## src/rtl/setpoint_ctrl_pkg.sv

```systemverilog
// Shared types and constants for the thermostat setpoint controller.
// Holds the controller state enum, the legal setpoint range and the step helper.
package setpoint_ctrl_pkg;

  typedef enum logic [1:0] {
    ST_OFF    = 2'd0,
    ST_EDIT   = 2'd1,
    ST_ACTIVE = 2'd2
  } state_t;

  localparam logic [6:0] SP_TEMP_MIN     = 7'd50;
  localparam logic [6:0] SP_TEMP_MAX     = 7'd90;
  localparam logic [6:0] SP_TEMP_DEFAULT = 7'd70;

  // One saturating step up or down inside [lo, hi]; never wraps.
  function automatic logic [6:0] step_temp(input logic [6:0] t, input logic inc,
                                           input logic [6:0] lo, input logic [6:0] hi);
    if (inc) return (t >= hi) ? hi : t + 7'd1;
    return (t <= lo) ? lo : t - 7'd1;
  endfunction

endpackage

```

## src/rtl/setpoint_ctrl_btn_debounce.sv

```systemverilog
// Per-button front end: 2-flop synchronizer, stability debouncer, rising-edge
// press pulse and optional auto-repeat while the clean level stays high.
module btn_debounce #(
  parameter logic [19:0] DEBOUNCE_CYCLES = 20'd500000,
  parameter logic [23:0] REPEAT_CYCLES   = 24'd5000000,
  parameter bit          REPEAT_EN       = 1'b0
) (
  input  logic clk,
  input  logic reset,
  input  logic btn,
  output logic pulse
);

  logic        sync_q1, sync_q2;
  logic        clean, clean_q;
  logic [19:0] db_cnt;
  logic [23:0] rep_cnt;
  logic        press, repeat_hit;

  // NOTE: sequential state uses non-blocking assignments so every flop samples
  // the pre-edge values of its neighbours (the synchronizer chain depends on it).
  always_ff @(posedge clk or posedge reset) begin
    if (reset) begin
      sync_q1 <= 1'b0;
      sync_q2 <= 1'b0;
      clean   <= 1'b0;
      clean_q <= 1'b0;
      db_cnt  <= '0;
      rep_cnt <= '0;
    end else begin
      sync_q1 <= btn;
      sync_q2 <= sync_q1;
      clean_q <= clean;

      // Accept a new level only after it has differed for DEBOUNCE_CYCLES in a row.
      if (sync_q2 == clean) begin
        db_cnt <= '0;
      end else if (db_cnt == DEBOUNCE_CYCLES - 20'd1) begin
        clean  <= sync_q2;
        db_cnt <= '0;
      end else begin
        db_cnt <= db_cnt + 20'd1;
      end

      // Counts cycles since the press; release clears it.
      if (!clean)                          rep_cnt <= '0;
      else if (rep_cnt == REPEAT_CYCLES)   rep_cnt <= 24'd1;
      else                                 rep_cnt <= rep_cnt + 24'd1;
    end
  end

  assign press      = clean & ~clean_q;
  assign repeat_hit = REPEAT_EN && clean && (rep_cnt == REPEAT_CYCLES);
  assign pulse      = press | repeat_hit;

endmodule

```

## src/rtl/setpoint_ctrl.sv

```systemverilog
// Setpoint controller: debounced buttons drive an OFF/EDIT/ACTIVE FSM that edits,
// commits or abandons a saturating 7-bit temperature setpoint.
module setpoint_ctrl
  import setpoint_ctrl_pkg::*;
#(
  parameter logic [6:0]  TEMP_MIN        = SP_TEMP_MIN,
  parameter logic [6:0]  TEMP_MAX        = SP_TEMP_MAX,
  parameter logic [6:0]  TEMP_DEFAULT    = SP_TEMP_DEFAULT,
  parameter logic [19:0] DEBOUNCE_CYCLES = 20'd500000,
  parameter logic [23:0] REPEAT_CYCLES   = 24'd5000000,
  parameter logic [27:0] TIMEOUT_CYCLES  = 28'd200000000
) (
  input  logic       clk,
  input  logic       reset,
  input  logic       btn_up,
  input  logic       btn_down,
  input  logic       btn_set,
  input  logic       btn_clear,
  output logic [6:0] desired_temp,
  output logic       temp_set,
  output logic [6:0] edit_temp,
  output logic       editing
);

  logic up_ev, down_ev, set_ev, clr_ev, any_ev;

  btn_debounce #(.DEBOUNCE_CYCLES(DEBOUNCE_CYCLES), .REPEAT_CYCLES(REPEAT_CYCLES), .REPEAT_EN(1'b1))
    u_up    (.clk(clk), .reset(reset), .btn(btn_up),    .pulse(up_ev));
  btn_debounce #(.DEBOUNCE_CYCLES(DEBOUNCE_CYCLES), .REPEAT_CYCLES(REPEAT_CYCLES), .REPEAT_EN(1'b1))
    u_down  (.clk(clk), .reset(reset), .btn(btn_down),  .pulse(down_ev));
  btn_debounce #(.DEBOUNCE_CYCLES(DEBOUNCE_CYCLES), .REPEAT_CYCLES(REPEAT_CYCLES), .REPEAT_EN(1'b0))
    u_set   (.clk(clk), .reset(reset), .btn(btn_set),   .pulse(set_ev));
  btn_debounce #(.DEBOUNCE_CYCLES(DEBOUNCE_CYCLES), .REPEAT_CYCLES(REPEAT_CYCLES), .REPEAT_EN(1'b0))
    u_clear (.clk(clk), .reset(reset), .btn(btn_clear), .pulse(clr_ev));

  assign any_ev = up_ev | down_ev | set_ev | clr_ev;

  state_t      state, state_n;
  logic        ret_active, ret_active_n;   // state to fall back to on timeout
  logic [27:0] timer, timer_n;
  logic [6:0]  desired_n, edit_n;
  logic        temp_set_n;

  // NOTE: every always_comb output is given a default first, so no path can
  // leave one unassigned and infer a latch.
  always_comb begin
    state_n      = state;
    desired_n    = desired_temp;
    edit_n       = edit_temp;
    ret_active_n = ret_active;
    timer_n      = '0;

    unique case (state)
      ST_OFF, ST_ACTIVE: begin
        if (clr_ev) begin
          if (state == ST_ACTIVE) state_n = ST_OFF;
        end else if (!set_ev && (up_ev ^ down_ev)) begin
          // Entering EDIT only opens the editor; this event does not step.
          state_n      = ST_EDIT;
          ret_active_n = (state == ST_ACTIVE);
        end
      end
      ST_EDIT: begin
        timer_n = any_ev ? '0 : timer + 28'd1;
        if (clr_ev) begin
          state_n = ST_OFF;
        end else if (set_ev) begin
          desired_n = edit_temp;
          state_n   = ST_ACTIVE;
        end else if (up_ev ^ down_ev) begin
          edit_n = step_temp(edit_temp, up_ev, TEMP_MIN, TEMP_MAX);
        end else if (!any_ev && timer == TIMEOUT_CYCLES - 28'd1) begin
          state_n = ret_active ? ST_ACTIVE : ST_OFF;
        end
      end
      default: state_n = ST_OFF;
    endcase

    if (state_n != ST_EDIT) edit_n = desired_n;
    temp_set_n = (state_n == ST_ACTIVE) || (state_n == ST_EDIT && ret_active_n);
  end

  always_ff @(posedge clk or posedge reset) begin
    if (reset) begin
      state        <= ST_OFF;
      ret_active   <= 1'b0;
      timer        <= '0;
      desired_temp <= TEMP_DEFAULT;
      edit_temp    <= TEMP_DEFAULT;
      temp_set     <= 1'b0;
      editing      <= 1'b0;
    end else begin
      state        <= state_n;
      ret_active   <= ret_active_n;
      timer        <= timer_n;
      desired_temp <= desired_n;
      edit_temp    <= edit_n;
      temp_set     <= temp_set_n;
      editing      <= (state_n == ST_EDIT);
    end
  end

endmodule

```

## config.mk

```make
export PLATFORM = sky130hd
export DESIGN_NAME = setpoint_ctrl
export DESIGN_NICKNAME = d
export VERILOG_FILES = /design/src/rtl/setpoint_ctrl_pkg.sv /design/src/rtl/setpoint_ctrl_btn_debounce.sv /design/src/rtl/setpoint_ctrl.sv
export SDC_FILE = /design/constraint.sdc
export NUM_CORES = 1
export LEC_CHECK = 0
export BUFFER_PORTS_ARGS = -buffer_cell sky130_fd_sc_hd__buf_2
export CAP_MARGIN = 10
export CORE_MARGIN = 4
export CORE_UTILIZATION = 60
export DETAILED_ROUTE_END_ITERATION = 8
export GPL_TIMING_DRIVEN = 1
export PLACE_DENSITY = 0.8
export SYNTH_ARGS = -nofsm -noshare
export SYNTH_HDL_FRONTEND = slang
export SYNTH_SLANG_ARGS = --single-unit
```

## constraint.sdc

```tcl
create_clock -name clk -period 17.3 [get_ports clk]
set_input_delay 1.73 -clock clk [delete_from_list [all_inputs] [get_ports clk]]
set_output_delay 1.73 -clock clk [all_outputs]
set_load 0.03 [all_outputs]
```

; ---- After elaboration in Yosys (flattened, before gate mapping)
; Index checks and enable logic that the tools add are counted.
[totals]
wordCells = 136
in_bits = 6
ff_bits = 191
out_inout_bits = 16
[op_classes]
eq_ne = 18
muxes = 43
add_sub_neg = 9
bitwise = 18
magnitude_cmp = 2
reduce_logical = 17
[op_table]
columns = operator, n
row1 = 20-bit 2-to-1 mux, 8
row2 = 24-bit 2-to-1 mux, 4
row3 = 7-bit 2-to-1 mux, 12
row4 = "20-bit by 1-bit adder with 20-bit output, second input constant", 4
row5 = "20-bit by 19-bit equality test with 1-bit output, second input constant", 4
row6 = 28-bit 2-to-1 mux, 2
row7 = "24-bit by 1-bit adder with 24-bit output, second input constant", 2
row8 = "24-bit by 23-bit equality test with 1-bit output, second input constant", 2
row9 = "28-bit by 1-bit adder with 28-bit output, second input constant", 1
row10 = "28-bit equality test, second input constant", 1
row11 = 2-bit 2-to-1 mux, 8
row12 = 1-bit 2-to-1 mux, 8
row13 = 1-bit NOT, 8
row14 = 2-bit AND reduction, 4
row15 = "7-bit by 1-bit adder with 7-bit output, second input constant", 1
row16 = "7-bit greater-or-equal comparator, second input constant", 1
row17 = "7-bit by 6-bit <= comparator with 1-bit output, second input constant", 1
row18 = "7-bit by 1-bit subtractor with 7-bit output, second input constant", 1
row19 = "2-bit by 1-bit != test with 1-bit output, second input constant", 3
row20 = 1-bit logical AND, 5
row21 = 1-bit OR, 5
row22 = 1-bit AND, 4
row23 = 1-bit equality test, 4
row24 = "2-bit by 1-bit equality test with 1-bit output, second input constant", 2
row25 = 9 further kinds, 12

; ---- Longest topological paths before layout
; Gate-level depths: netlist (run 1).
[depth]
depth_word = 16
ltp_mapped = 15
mapped_depth_nobuf = 14

; ---- Cells and area by module
; Synthesis (run 1) repeated with hierarchy kept, for this count alone.
[hier_totals]
cells_unflattened = 1023
hier_area_um2 = 9949.5
[by_module_without_submodules]
columns = mod, area_per_inst_um2, cells_per_inst, n_inst, seq_area_each_um2
row1 = btn_debounce (u_down ...), 2502.4, 263, 2, 1201.2
row2 = setpoint_ctrl, 2572.5, 269, 1, 1183.6
row3 = btn_debounce (u_clear ...), 1186.1, 114, 2, 600.6

; ---- Worst setup path before layout (run 1)
; Ideal clock, no wire load.
[synth_timing]
path_type = register to register
from = register u_up.rep_cnt[0]
to = register edit_temp[0]
t_arrival_ns = 2.757
stages_incl_launch_ff = 15
period_less_slack_ns = 2.883
setup_slack_ns = 14.417
path_cell_list = dfrtp_1 > inv_1 > ha_1 > nor3b_1 > and4_1 > a31oi_2 > buf_2 > ha_1 > nor3_1 > nand4_1 > nor4_4 > o21a_2 > inv_2 > and2_4 > a221o_1
[synth_between]
elab_chain_cells = 16
word_cells_on_any_way = 34
[synth_lines]
columns = item, line
row1 = start: declaration, setpoint_ctrl_btn_debounce.sv:17  ; logic [23:0] rep_cnt;
row2 = start signal: assignment, setpoint_ctrl_btn_debounce.sv:48  ; else rep_cnt <= rep_cnt + 24'd1;
row3 = 24-bit by 23-bit equality test with 1-bit output *, setpoint_ctrl_btn_debounce.sv:53  ; assign repeat_hit = REPEAT_EN && clean && (rep_cnt == REPEAT_CYCLES);
row4 = 1-bit logical AND *, setpoint_ctrl_btn_debounce.sv:53
row5 = 1-bit OR *, setpoint_ctrl_btn_debounce.sv:54  ; assign pulse = press | repeat_hit;
row6 = 1-bit OR (3 in series), setpoint_ctrl.sv:36  ; assign any_ev = up_ev | down_ev | set_ev | clr_ev;
row7 = 1-bit logical NOT, setpoint_ctrl.sv:72  ; end else if (!any_ev && timer == TIMEOUT_CYCLES - 28'd1) begin
row8 = 1-bit logical AND, setpoint_ctrl.sv:72
row9 = 2-bit 2-to-1 mux, setpoint_ctrl.sv:72
row10 = 2-bit 2-to-1 mux, setpoint_ctrl.sv:70  ; end else if (up_ev ^ down_ev) begin
row11 = 2-bit 2-to-1 mux, setpoint_ctrl.sv:67  ; end else if (set_ev) begin
row12 = 2-bit 2-to-1 mux, setpoint_ctrl.sv:65  ; if (clr_ev) begin
row13 = 2-bit one-hot mux with 2 select lines, setpoint_ctrl.sv:53  ; unique case (state)
row14 = 2-bit by 1-bit != test with 1-bit output, setpoint_ctrl.sv:79  ; if (state_n != ST_EDIT) edit_n = desired_n;
row15 = 2-bit by 1-bit != test with 1-bit output (no line) or 2-bit nonzero test (tied branches), n/a
row16 = 4-bit AND reduction (no line), n/a
row17 = end signal: assignment, setpoint_ctrl.sv:97  ; edit_temp <= edit_n;
row18 = end: declaration, setpoint_ctrl.sv:21  ; output logic [6:0] edit_temp,
; Every way passes the cells marked *; elsewhere a longest branch is shown, timed or not. The select of a mux whose other input is x is not followed.
; A chain may end at the register's enable or synchronous reset.

; ---- Worst setup path after layout (run 1)
[layout_timing]
from = register u_up.rep_cnt[0]
to = register edit_temp[3]
; The elaborated chain is that of the path after synthesis.

==> results.env, run 1 <==
GATES_RESIZED_CTS_REPAIR=0
FIN_TOTAL_PWR_W=0.000828
SYNTH.AREA.MUX_SHARE=0.0157
CRIT_PATH_FREQUENT_CELL='ha_1'
SEQUENTIAL_CELL_AREA_MM2=0.00479
POSTSYNTH.ASYNCRESETSHARE=1.00
GRT_PASS1_VIAS=6387
FRACTION_OF_POWER_CONSUMED_BY_COMBINATIONAL_CELLS=0.020
GR-TOTAL-OVERFLOW=0
CRITICAL_PATH_REQUIRED_PS=17620
SYNTH.LIB_CELLS_USED.DISTINCT=59
FINAL_LAYOUT_SIZE_SUFFIX_GT1_FRAC=0.0929
FINAL.HOLD.WORST_SLACK_PS=356
TIMING.MAX_SLEW.REL_SLACK=0.419
POSTSYNTHREGISTERBITS=191
CLOCK-ROOT-BUFFER='clkbuf_16'
YOSYS_MOST_USED_DFF='dfrtp_1'
NUM_IO_PINS=22
SYNTH_XOR_XNOR_AREA_SHARE=0.133
NETLIST_TOP_CELLS_COUNT='dfrtp_1 (185), nor2_1 (180), xor2_1 (83)'
SYNTH.CELL_AREA_MM2=0.00927
FINAL_HOLD_VIOLATIONS=0
COUNT_OF_HOLD_BUFFERS_INSERTED_BY_POST_CTS_REPAIR=0
LEAKAGEPOWER_nW=4.26
POWER.SHARE.SWITCHING=0.227
CRITICAL_PATH.CELL_CHAIN='inv_1 > ha_1 > nor3b_1 > and4_1 > a31oi_2 > ha_1 > nor3_1 > nand4_1 > nor4_4 > o21a_2 > inv_2 > and2_4 > a211o_1'
POWER_DENSITY_mW_PER_MM2=82.5
FMAXACHIEVABLE_MHz=292
SEQUENTIALPOWERSHARE=0.547
GRT_ANTENNA_BEFORE_REPAIR=0
SYNTH_AREA_PER_CELL_UM2=9.83
WIRE_PER_INST_UM=14.3
P_INT_W=0.000640
DRCVIOLATIONCOUNT=0
FILLER_CELL_COUNT=1158
TIMING.CRITICAL_PATH.TO_TYPE='flop'
SYNTHESIS.YOSYS.WARNINGS=0
START_UTIL=0.612
PLACEMENT_ROWS=45
WORST_SKEW_PAIR.LATE_LATENCY_PS=430
POWER.SHARE.CLOCK=0.433
YOSYS.AREA_SHARE.SIMPLE=0.258
WORST-PATH-MAX-FANOUT=13
VDD.IR_DROP.WORST_mV=0.0763
SYNTH_AREA_LEADER_CELL='dfrtp_1'
YOSYSMOSTFREQUENTCELL='dfrtp_1'
GRT_FIRST_PASS_WIRELENGTH_UM=29300
POST_DRT_VIA_CELL_RATIO=5.59
SLOWEST_DELAY_PS=590
TRITONCTS='yes'
PLACE.PORT_BUFFERS=21
INITIALDRTVIOLATIONCOUNT=443
MULTIINPUTGATEAREA_MM2=0.00425
FINALSETUPTNS_PS=0
SLEW_VIOLATIONS=0
SYNTH-EDFF-COUNT=0
LARGEST_FAMILY_OF_LOGIC_CELLS_BY_SYNTHESIZED_AREA='simple AND/OR/NAND/NOR gates'
SYNTH-SEQ-AREA-SHARE=0.517
SETUP.WORST_PATH.START_CLASS='flop'
CELL_WITH_THE_BIGGEST_INDIVIDUAL_DELAY_ON_THE_CRITICAL_PATH='a31oi_2'
RUN_STATUS='finished clean'
DIE-AREA_MM2=0.0175
COMPLEX_GATE_FRACTION_OF_THE_SYNTHESIZED_AREA=0.0342
CAP_VIOL_MAX_COUNT=0
GRT_START_MAX_NET_PINS=119
SYNTH.TOP_CELLS.BY_AREA='dfrtp_1 (50%), xor2_1 (7.8%), nor2_1 (7.3%), xnor2_1 (5.5%), nand3_1 (3.7%)'
FIRST_PASS_ITERS=5
GRT_SETUP_UNREPAIRED='false'
WL_UM=16600
TIGHTEST_SLEW_PS=871
FLOORPLAN.DIE.WIDTH_UM=132
FINAL_NETS=975
CRITPATHKIND='reg2reg'
CTS_MADE_BUFFERS=17
DP_HPWL_UM=10900
FINAL_SETUP_VIOLATING_ENDPOINTS=0
PLACE_CONGESTION=0.864
POST-ROUTE-UTIL=0.663
SYNTH_ADDER_AREA_SHARE=0.0176
PERIOD_SHARE=0.198
CLOCK_TREE.HTREE_LEVEL_COUNT=4
CLOCK_SKEW_PS=5.89
FINAL_PERIOD_MINUS_WORST_SETUP_SLACK_PS=3430
CORE_AREA_MM2=0.0151
GRT_USAGE=0.202
DATA_ARRIVAL_TIME_AT_THE_WORST_SLACK_ENDPOINT_PS=3740
AREA.GROWTH.SYNTH_TO_FINAL_PCT=8.29
CTS.SINK_COUNT=191
CTS_SETUP_BUFFERS=0
ANTENNA-DIODE-COUNT=0
DIE-HEIGHT_UM=132
WORST_HOLD_PATH_TYPE='reg2reg'
DETAILROUTE.VIA_COUNT=6467
CLOCKBUFFERDEPTH=2
CLK_PIN_SLEW_PS=70
ANT_NETS=0
WORST_PATH_DOMINANT_CELL_FAMILY='simple AND/OR/NAND/NOR gates'
SWITCHINGPOWER_W=0.000188
YOSYSTOPAREACELLSHARE=0.500
MAPPEDNETLISTNETS=962
CP_NUM_BUF_INV=2
SYN-INSTANCE-COUNT=943
[worst register-to-register path, stage by stage, from the launching register on]
cell,delay (ps)
dfrtp_1,440
inv_1,70
ha_1,180
nor3b_1,130
and4_1,240
a31oi_2,590
ha_1,380
nor3_1,190
nand4_1,160
nor4_4,190
o21a_2,190
inv_2,90
and2_4,170
a211o_1,290
[area by class of cell]
class	instances	area share
sequential	191	0.477
multi-input combinational	696	0.424
inverter	28	0.0112
tap	188	0.0234
clock buffer	19	0.0431
timing repair buffer	22	0.0112
clock inverter	13	0.0103
[through the flow]
stage	area, µm²	instances	setup slack, ps
after floorplan	9270	943	10380
after global placement	9500	1125	13890
after detailed placement	9500	1125	13880
after CTS	10000	1157	13880
after global routing	10000	1157	13610
final	10000	1157	13870
[layout by cell type (no fill, tap or decap), drive strengths merged, types with 2 or more instances in the layout]
cell | synthesis | final
ha | 13 | 13
a21boi | 2 | 2
and3 | 27 | 27
dfrtp | 185 | 185
clkbuf | 13 | 19
xnor2 | 58 | 58
a311oi | 3 | 3
clkinv | 0 | 3
nand2b | 6 | 6
nor4 | 16 | 16
nand2 | 67 | 67
or3 | 16 | 16
xor2 | 83 | 83
a211o | 4 | 4
nand4 | 33 | 33
nand3 | 71 | 71
nor3 | 19 | 19
a31oi | 2 | 2
o21ai | 14 | 14
nor4b | 8 | 8
mux2 | 12 | 12
nor2 | 181 | 181
clkinvlp | 0 | 4
and4 | 11 | 11
inv | 28 | 34
a21oi | 15 | 15
nor3b | 3 | 3
and2 | 4 | 4
nor2b | 7 | 7
dfstp | 6 | 6
or2 | 7 | 7
buf | 15 | 22
[worst paths after layout]
path | start | endpoint | slack, ps | cells past startpoint
setup / recovery | u_up.rep_cnt[0] | edit_temp[3] | 13870 | 13
hold / removal | u_set.sync_q1 | u_set.sync_q2 | 360 | 0
setup reg to reg | u_up.rep_cnt[0] | edit_temp[3] | 13870 | 13
hold reg to reg | u_set.sync_q1 | u_set.sync_q2 | 360 | 0
max in group asynchronous | reset | desired_temp[0] | 14440 | 3
min in group asynchronous | reset | u_down.rep_cnt[11] | 1460 | 2
[layer usage]
layer / vias up / share of wire / global-route usage / wire length (µm)
met5: - / 0 / 0 / 0
met4: 0 / 0.014 / 0.0641 / 227
met3: 22 / 0.039 / 0.0561 / 646
met2: 80 / 0.48 / 0.326 / 7910
met1: 3132 / 0.47 / 0.268 / 7770
li1: 3233 / - / - / -
[power by group through the flow]
| stage | Combinational, W | Sequential, W | Clock, W |
|---|---|---|---|
| detailed placement | 0.0000175 | 0.000461 | 0 |
| floorplan | 0.0000134 | 0.000460 | 0 |
| finish | 0.0000167 | 0.000453 | 0.000359 |
| global route | 0.0000200 | 0.000453 | 0.000388 |
| global placement | 0.0000172 | 0.000461 | 0 |
| CTS | 0.0000177 | 0.000453 | 0.000367 |
[state kept, by name (all words and copies together) (netlist names), 2 cells and up]
signal	count
desired_temp	7
u_up.rep_cnt	24
u_set.db_cnt	20
edit_temp	7
timer	28
u_down.db_cnt	20
u_down.rep_cnt	24
state	2
u_clear.db_cnt	20
u_up.db_cnt	20
[kinds of logic (layout without fill, tap and decap cells)]
group / Yosys count / in the layout
AOI/OAI and AO/OA: 49 / 49
xor gates and xnor gates: 141 / 141
adders and majority gates: 13 / 13
buffers and inverters: 56 / 82
DFF: 191 / 191
muxes: 13 / 13
and+or+nand+nor: 480 / 480
No activity file was read; power rests on OpenSTA's default activity.
==> inputs of run 2 (changes only) <==
==> constraint.sdc (replaced) <==
create_clock -name clk -period 3.3 [get_ports clk]
set_input_delay 0.33 -clock clk [delete_from_list [all_inputs] [get_ports clk]]
set_output_delay 0.33 -clock clk [all_outputs]
set_load 0.03 [all_outputs]
==> run 2 against run 1 <==
Final cell count rose by 1.2%. Sequential power rose to 5.2 times the previous value. Clock power rose to 5.4 times the previous value. Count of clock-buffer cells in the layout fell by 2. Die area did not move. Clock skew rose by 2.9 ps. Critical path depth did not move.
==> results.env, run 2 (same netlist as run 1, synthesis figures left out) <==
NUM_IO_PINS=22
WORST_SKEW_PAIR.LATE_LATENCY_PS=430
P_INT_W=0.00337
SETUP.WORST_PATH.START_CLASS='flop'
RUN_STATUS='finished clean'
DATA_ARRIVAL_TIME_AT_THE_WORST_SLACK_ENDPOINT_PS=3530
CTS.SINK_COUNT=191
CLOCK_SKEW_PS=8.77
TRITONCTS='yes'
SLEW_VIOLATIONS=0
CRITICAL_PATH_REQUIRED_PS=3620
GRT_START_MAX_NET_PINS=69
AREA.GROWTH.SYNTH_TO_FINAL_PCT=10.6
WIRE_PER_INST_UM=14.8
FRACTION_OF_POWER_CONSUMED_BY_COMBINATIONAL_CELLS=0.022
POWER.SHARE.SWITCHING=0.234
PLACE.PORT_BUFFERS=21
FLOORPLAN.DIE.WIDTH_UM=132
PLACEMENT_ROWS=45
GRT_USAGE=0.209
CAP_VIOL_MAX_COUNT=0
GRT_ANTENNA_BEFORE_REPAIR=0
TIMING.REG2REG.WORST_PATH_DEPTH=13
LARGEST_REG_FLOPS=28
POWER_DENSITY_mW_PER_MM2=429
GRT_FIRST_PASS_WIRELENGTH_UM=30500
CRITICAL_PATH.CELL_CHAIN='nor4_4 > and3_1 > nand4_1 > nand2_1 > nand2_1 > ha_4 > nor3_1 > nand4_1 > nor4_4 > o21a_2 > inv_4 > and2_4 > a221o_1'
PERIOD_SHARE=0.974
SEQUENTIALPOWERSHARE=0.539
LEAKAGEPOWER_nW=4.34
CELL_WITH_THE_BIGGEST_INDIVIDUAL_DELAY_ON_THE_CRITICAL_PATH='dfrtp_1'
TIMING.MAX_SLEW.REL_SLACK=0.508
FINAL_CELL_COUNT_NO_FILL=1171
VDD.IR_DROP.WORST_mV=0.386
LARGEST_REGISTER='timer'
ANTENNA-DIODE-COUNT=0
TIGHTEST_SLEW_PS=737
DIE-HEIGHT_UM=132
CTS_MADE_BUFFERS=17
FINAL_NETS=989
FIN_AREA_MM2=0.0102
CLOCKBUFFERDEPTH=2
START_UTIL=0.612
GRT_PASS1_VIAS=6477
ANT_NETS=0
FIRST_PASS_ITERS=5
GR-TOTAL-OVERFLOW=0
PLACE_CONGESTION=0.848
CLK_PIN_SLEW_PS=70
FINAL_SETUP_VIOLATING_ENDPOINTS=0
DETAILROUTE.VIA_COUNT=6690
LAYOUT.CELLS.MOST_COMMON_LIST='dfrtp_1 (185), nor2_1 (180), xor2_1 (83), nand3_1 (69), nand2_1 (67)'
WORSTREG2REGSTART='u_down.rep_cnt[17]'
WL_UM=17400
TIMING.CRITICAL_PATH.TO_TYPE='flop'
LAYOUT.CELLS.MOST_COMMON='dfrtp_1'
SWITCHINGPOWER_W=0.00103
CORE_AREA_MM2=0.0151
POWER.SHARE.CLOCK=0.439
CRITPATHKIND='reg2reg'
INITIALDRTVIOLATIONCOUNT=571
FINAL_HOLD_VIOLATIONS=0
WORST_HOLD_PATH_TYPE='in2async'
FINAL_PERIOD_MINUS_WORST_SETUP_SLACK_PS=3210
CRIT_START='u_down.rep_cnt[17]'
CLOCK_TREE.HTREE_LEVEL_COUNT=4
SLOWEST_DELAY_PS=430
FMAXACHIEVABLE_MHz=311
CLOCK-ROOT-BUFFER='clkbuf_16'
POST_DRT_VIA_CELL_RATIO=5.71
DRCVIOLATIONCOUNT=0
DIE-AREA_MM2=0.0175
REGISTERS_WITH_THE_MOST_FLIP_FLOPS='timer: 28 flops, u_down.rep_cnt: 24 flops, u_up.rep_cnt: 24 flops'
DP_HPWL_UM=11300
WORST-PATH-MAX-FANOUT=11
DP.CELLS=1130
PLACEMENT.CELL_AREA_MM2=0.00956
FINAL_LAYOUT_SIZE_SUFFIX_GT1_FRAC=0.110
## run 2: final timing paths
kind | endpoint | slack (ps)
min in group clk | u_up.sync_q2 | 360
max reg2reg | edit_temp[0] | 90
max | edit_temp[0] | 90
min | u_down.rep_cnt[9] | 6
min reg2reg | u_up.sync_q2 | 360
max in group asynchronous | u_set.db_cnt[5] | 2400
## run 2: per-stage QoR
stage	total power, W	TNS (ps)	utilization	hold slack, ps	worst slack (ps)
2_1_floorplan	0.00248	0	-	331	417
3_3_place_gp	0.00251	0	0.631	337	358
3_5_place_dp	0.00251	0	0.631	344	273
4_1_cts	0.00444	0	0.670	18.4	167
5_1_grt	0.00455	-406	0.677	67.9	-120
6_report	0.00440	0	0.677	6.06	85.9
## run 2: area by class of cell
type | count | area, µm²
multi-input cells | 696 | 4310
repair buffers | 36 | 253
clock inverters | 15 | 129
fillers | 1146 | 4900
inverters | 28 | 111
clock buffers | 17 | 425
flip-flops and latches | 191 | 4790
well taps | 188 | 235
## run 2: power groups by stage
stage / sequential [W] / combinational (W) / clock [W]
global placement: 0.00242 / 0.0000970 / 0
finish: 0.00237 / 0.0000967 / 0.00193
CTS: 0.00237 / 0.000102 / 0.00197
global route: 0.00237 / 0.000116 / 0.00206
detailed placement: 0.00242 / 0.0000981 / 0
floorplan: 0.00241 / 0.0000704 / 0
## run 2: critical path: cells and delay by family, from the launching register on
kind	cells	cell delay, ps
buffers and inverters	1	80
and+or+nand+nor	9	1800
adders and majority gates	1	240
DFF	1	430
AOI/OAI and AO/OA	2	540
## run 2: timing repair
action / CTS / global route
hold buffers: 4 / 0
endpoints found under the setup margin: 0 / 3
buffers inserted: 0 / 5
hold endpoints to repair: 4 / 0
resized for setup: 0 / 9
## run 2: routing by layer
layer  global-route usage  part of all wire  vias up
li1                     -                 -     3266
met1                0.289              0.46     3266
met2                0.328              0.48      123
met3               0.0443             0.039       35
met4               0.0808             0.022        0
met5                    0                 0        -
==> inputs of run 3 (changes only) <==
--- a/config.mk
+++ b/config.mk
@@ -12,6 +12,7 @@
 export DETAILED_ROUTE_END_ITERATION = 8
 export GPL_TIMING_DRIVEN = 1
 export PLACE_DENSITY = 0.8
+export REMOVE_ABC_BUFFERS = 1
 export SYNTH_ARGS = -nofsm -noshare
 export SYNTH_HDL_FRONTEND = slang
 export SYNTH_SLANG_ARGS = --single-unit
==> constraint.sdc (replaced) <==
create_clock -name clk -period 3 [get_ports clk]
set_input_delay 0.3 -clock clk [delete_from_list [all_inputs] [get_ports clk]]
set_output_delay 0.3 -clock clk [all_outputs]
set_load 0.03 [all_outputs]
==> run 3 against run 2 <==
Total power is 15% higher. Cell area increased by 1.5%. Clock skew decreased by 2.9 ps. Fmax up 11%. Sequential cell count stayed put. Via count is 0.27% lower. Worst hold slack improved by 350 ps. Setup slack better by 19 ps. Final cell count grew 0.77%. Largest power group unchanged. Highest routed layer unchanged.
==> results.env, run 3 (same netlist as run 1, synthesis figures left out) <==
RUN_STATUS='finished clean'
CORE_AREA_MM2=0.0151
SLOWEST_DELAY_PS=420
TOP_USAGE_LAYER='met2'
GRT_START_MAX_NET_PINS=89
FLOORPLAN.DIE.WIDTH_UM=132
INITIALDRTVIOLATIONCOUNT=386
GRT.MET1_USAGE=0.283
POWER_DENSITY_mW_PER_MM2=487
FINAL_PERIOD_MINUS_WORST_SETUP_SLACK_PS=2900
POWER.SHARE.SWITCHING=0.210
VDD.IR_DROP.WORST_mV=0.411
FRACTION_OF_POWER_CONSUMED_BY_COMBINATIONAL_CELLS=0.021
FMAXACHIEVABLE_MHz=345
GRT_SETUP_UNREPAIRED='true'
PLACEMENT_ROWS=45
POST_DRT_VIA_CELL_RATIO=5.65
GRT_ANTENNA_BEFORE_REPAIR=0
POWER.SHARE.CLOCK=0.464
FILLER_CELL_COUNT=1124
PLACEMENT.CELL_AREA_MM2=0.00956
CRITPATHKIND='reg2reg'
LEAKAGEPOWER_nW=4.44
SETUP.WORST_PATH.START_CLASS='flop'
NUM_IO_PINS=22
DETAILROUTE.VIA_COUNT=6672
FINAL_NETS=998
TIMING.CRITICAL_PATH.TO_TYPE='flop'
STARTPOINT_OF_THE_LOWEST_SLACK_HOLD_PATH='u_clear.sync_q1'
REGISTERS_WITH_THE_MOST_FLIP_FLOPS='timer: 28 flops, u_down.rep_cnt: 24 flops, u_up.rep_cnt: 24 flops'
DRCVIOLATIONCOUNT=0
TIGHTEST_SLEW_PS=784
CLOCK_TREE.HTREE_LEVEL_COUNT=4
START_UTIL=0.612
PLACE_CONGESTION=0.843
DIE-AREA_MM2=0.0175
WORST_SKEW_PAIR.LATE_LATENCY_PS=430
WORST_HOLD_PATH_TYPE='reg2reg'
FINAL_LAYOUT_SIZE_SUFFIX_GT1_FRAC=0.122
FINAL.HOLD.WORST_SLACK_PS=351
DIE-HEIGHT_UM=132
FINAL_HOLD_VIOLATIONS=0
ANT_NETS=0
PLACE.PORT_BUFFERS=21
CLK_PIN_SLEW_PS=70
LARGEST_REGISTER='timer'
FIN_AREA_MM2=0.0104
LARGEST_REG_FLOPS=28
WIRE_PER_INST_UM=14.8
WORSTREG2REGSTART='u_up.rep_cnt[12]'
WORST_PATH_DOMINANT_CELL_FAMILY='simple AND/OR/NAND/NOR gates'
FINAL_SETUP_VIOLATING_ENDPOINTS=0
SWITCHINGPOWER_W=0.00107
FINALSETUPTNS_PS=0
CRIT_START='u_up.rep_cnt[12]'
CLOCK-ROOT-BUFFER='clkbuf_16'
AREA.GROWTH.SYNTH_TO_FINAL_PCT=12.3
DATA_ARRIVAL_TIME_AT_THE_WORST_SLACK_ENDPOINT_PS=3210
PERIOD_SHARE=0.965
CP_NUM_BUF_INV=1
CTS_MADE_BUFFERS=17
CELL_WITH_THE_BIGGEST_INDIVIDUAL_DELAY_ON_THE_CRITICAL_PATH='dfrtp_1'
GRTUSAGEMET2=0.343
TIMING.MAX_SLEW.REL_SLACK=0.476
GLOBAL_ROUTING_MET3_RESOURCE_UTILIZATION=0.0424
CRITICAL_PATH_REQUIRED_PS=3310
GR-TOTAL-OVERFLOW=0
GRT_FIRST_PASS_WIRELENGTH_UM=30800
P_INT_W=0.00400
WL_UM=17500
ANTENNA-DIODE-COUNT=0
CAP_VIOL_MAX_COUNT=0
LAYOUT.CELLS.MOST_COMMON='dfrtp_1'
FIRST_PASS_ITERS=4
CRITICAL_PATH.CELL_CHAIN='nor4b_1 > and4_4 > a31oi_4 > ha_4 > nor3_4 > nand4_1 > nor4_4 > o21a_2 > inv_4 > and2_4 > a221o_1'
POST-ROUTE-UTIL=0.687
SEQUENTIALPOWERSHARE=0.515
SLEW_VIOLATIONS=0
CLOCKBUFFERDEPTH=2
GRT_PASS1_VIAS=6686
CLOCK_SKEW_PS=5.90
LAYOUT.CELLS.MOST_COMMON_LIST='dfrtp_1 (184), nor2_1 (180), xor2_1 (83), nand3_1 (69), nand2_1 (66)'
FIN_TOTAL_PWR_W=0.00507
WORST-PATH-MAX-FANOUT=5
CTS.SINK_COUNT=191
GRT_USAGE=0.209
TRITONCTS='yes'
DP_HPWL_UM=11100
-- run 3: changes by cell type in the layout (fill, tap and decap cells not counted), sizes merged --
cell,delta
clkinv,+1
buf,+8
inv,-3
bufinv,+3
clkinvlp,-4
dlygate4sd3,+1
clkbuf,+3
-- run 3: cell type report --
class,instances,area (µm²),area share
repair buffers,45,310,0.0298
inverters,28,115,0.0111
well taps,188,235,0.0226
clock buffers,20,467,0.0449
flip-flops and latches,191,4790,0.460
clock inverters,12,155,0.0149
multi-input cells,696,4330,0.416
-- run 3: routing by layer --
layer  vias up  wire [µm]  part of all wire
li1       3261          -                 -
met1      3275       8130              0.46
met2       110       8560              0.49
met3        26        538             0.031
met4         0        254             0.015
met5         -          0                 0
-- run 3: worst register-to-register path: cells and delay by family (launching register included) --
kind	cells	cell delay (ps)
buffers and inverters	1	50
DFF	1	420
AOI/OAI and AO/OA	3	610
and+or+nand+nor	6	1430
adders and majority gates	1	270
-- run 3: timing repair --
action	4_1_cts	5_1_grt
hold buffers	5	0
pin swaps	1	11
buffers inserted	1	10
endpoints found under the hold margin	75	0
endpoints found under the setup margin	3	7
gates resized for setup	0	16
-- run 3: path summary, 6_finish.rpt --
kind,endpoint,slack [ps],cells past startpoint
worst min-delay path,u_clear.sync_q2,350,0
worst max-delay path,edit_temp[0],100,11
min in group asynchronous,u_set.sync_q1,510,3
max in group asynchronous,desired_temp[0],1740,4
worst min register to register,u_clear.sync_q2,350,0
worst max register to register,edit_temp[0],100,11
-- run 3: power by group through the flow --
stage | registers (W) | clock network (W) | logic, W
3_5_place_dp | 0.00266 | 0 | 0.000104
4_1_cts | 0.00261 | 0.00240 | 0.000111
6_report | 0.00261 | 0.00235 | 0.000105
2_1_floorplan | 0.00266 | 0 | 0.0000728
5_1_grt | 0.00261 | 0.00251 | 0.000127
3_3_place_gp | 0.00266 | 0 | 0.000103
-- run 3: through the flow --
| step | setup slack (ps) | instances |
|---|---|---|
| global placement | 132 | 1132 |
| CTS | 4.00 | 1170 |
| floorplan | -2490 | 915 |
| finish | 105 | 1180 |
| global route | -89.9 | 1180 |
| detailed placement | 47.9 | 1132 |
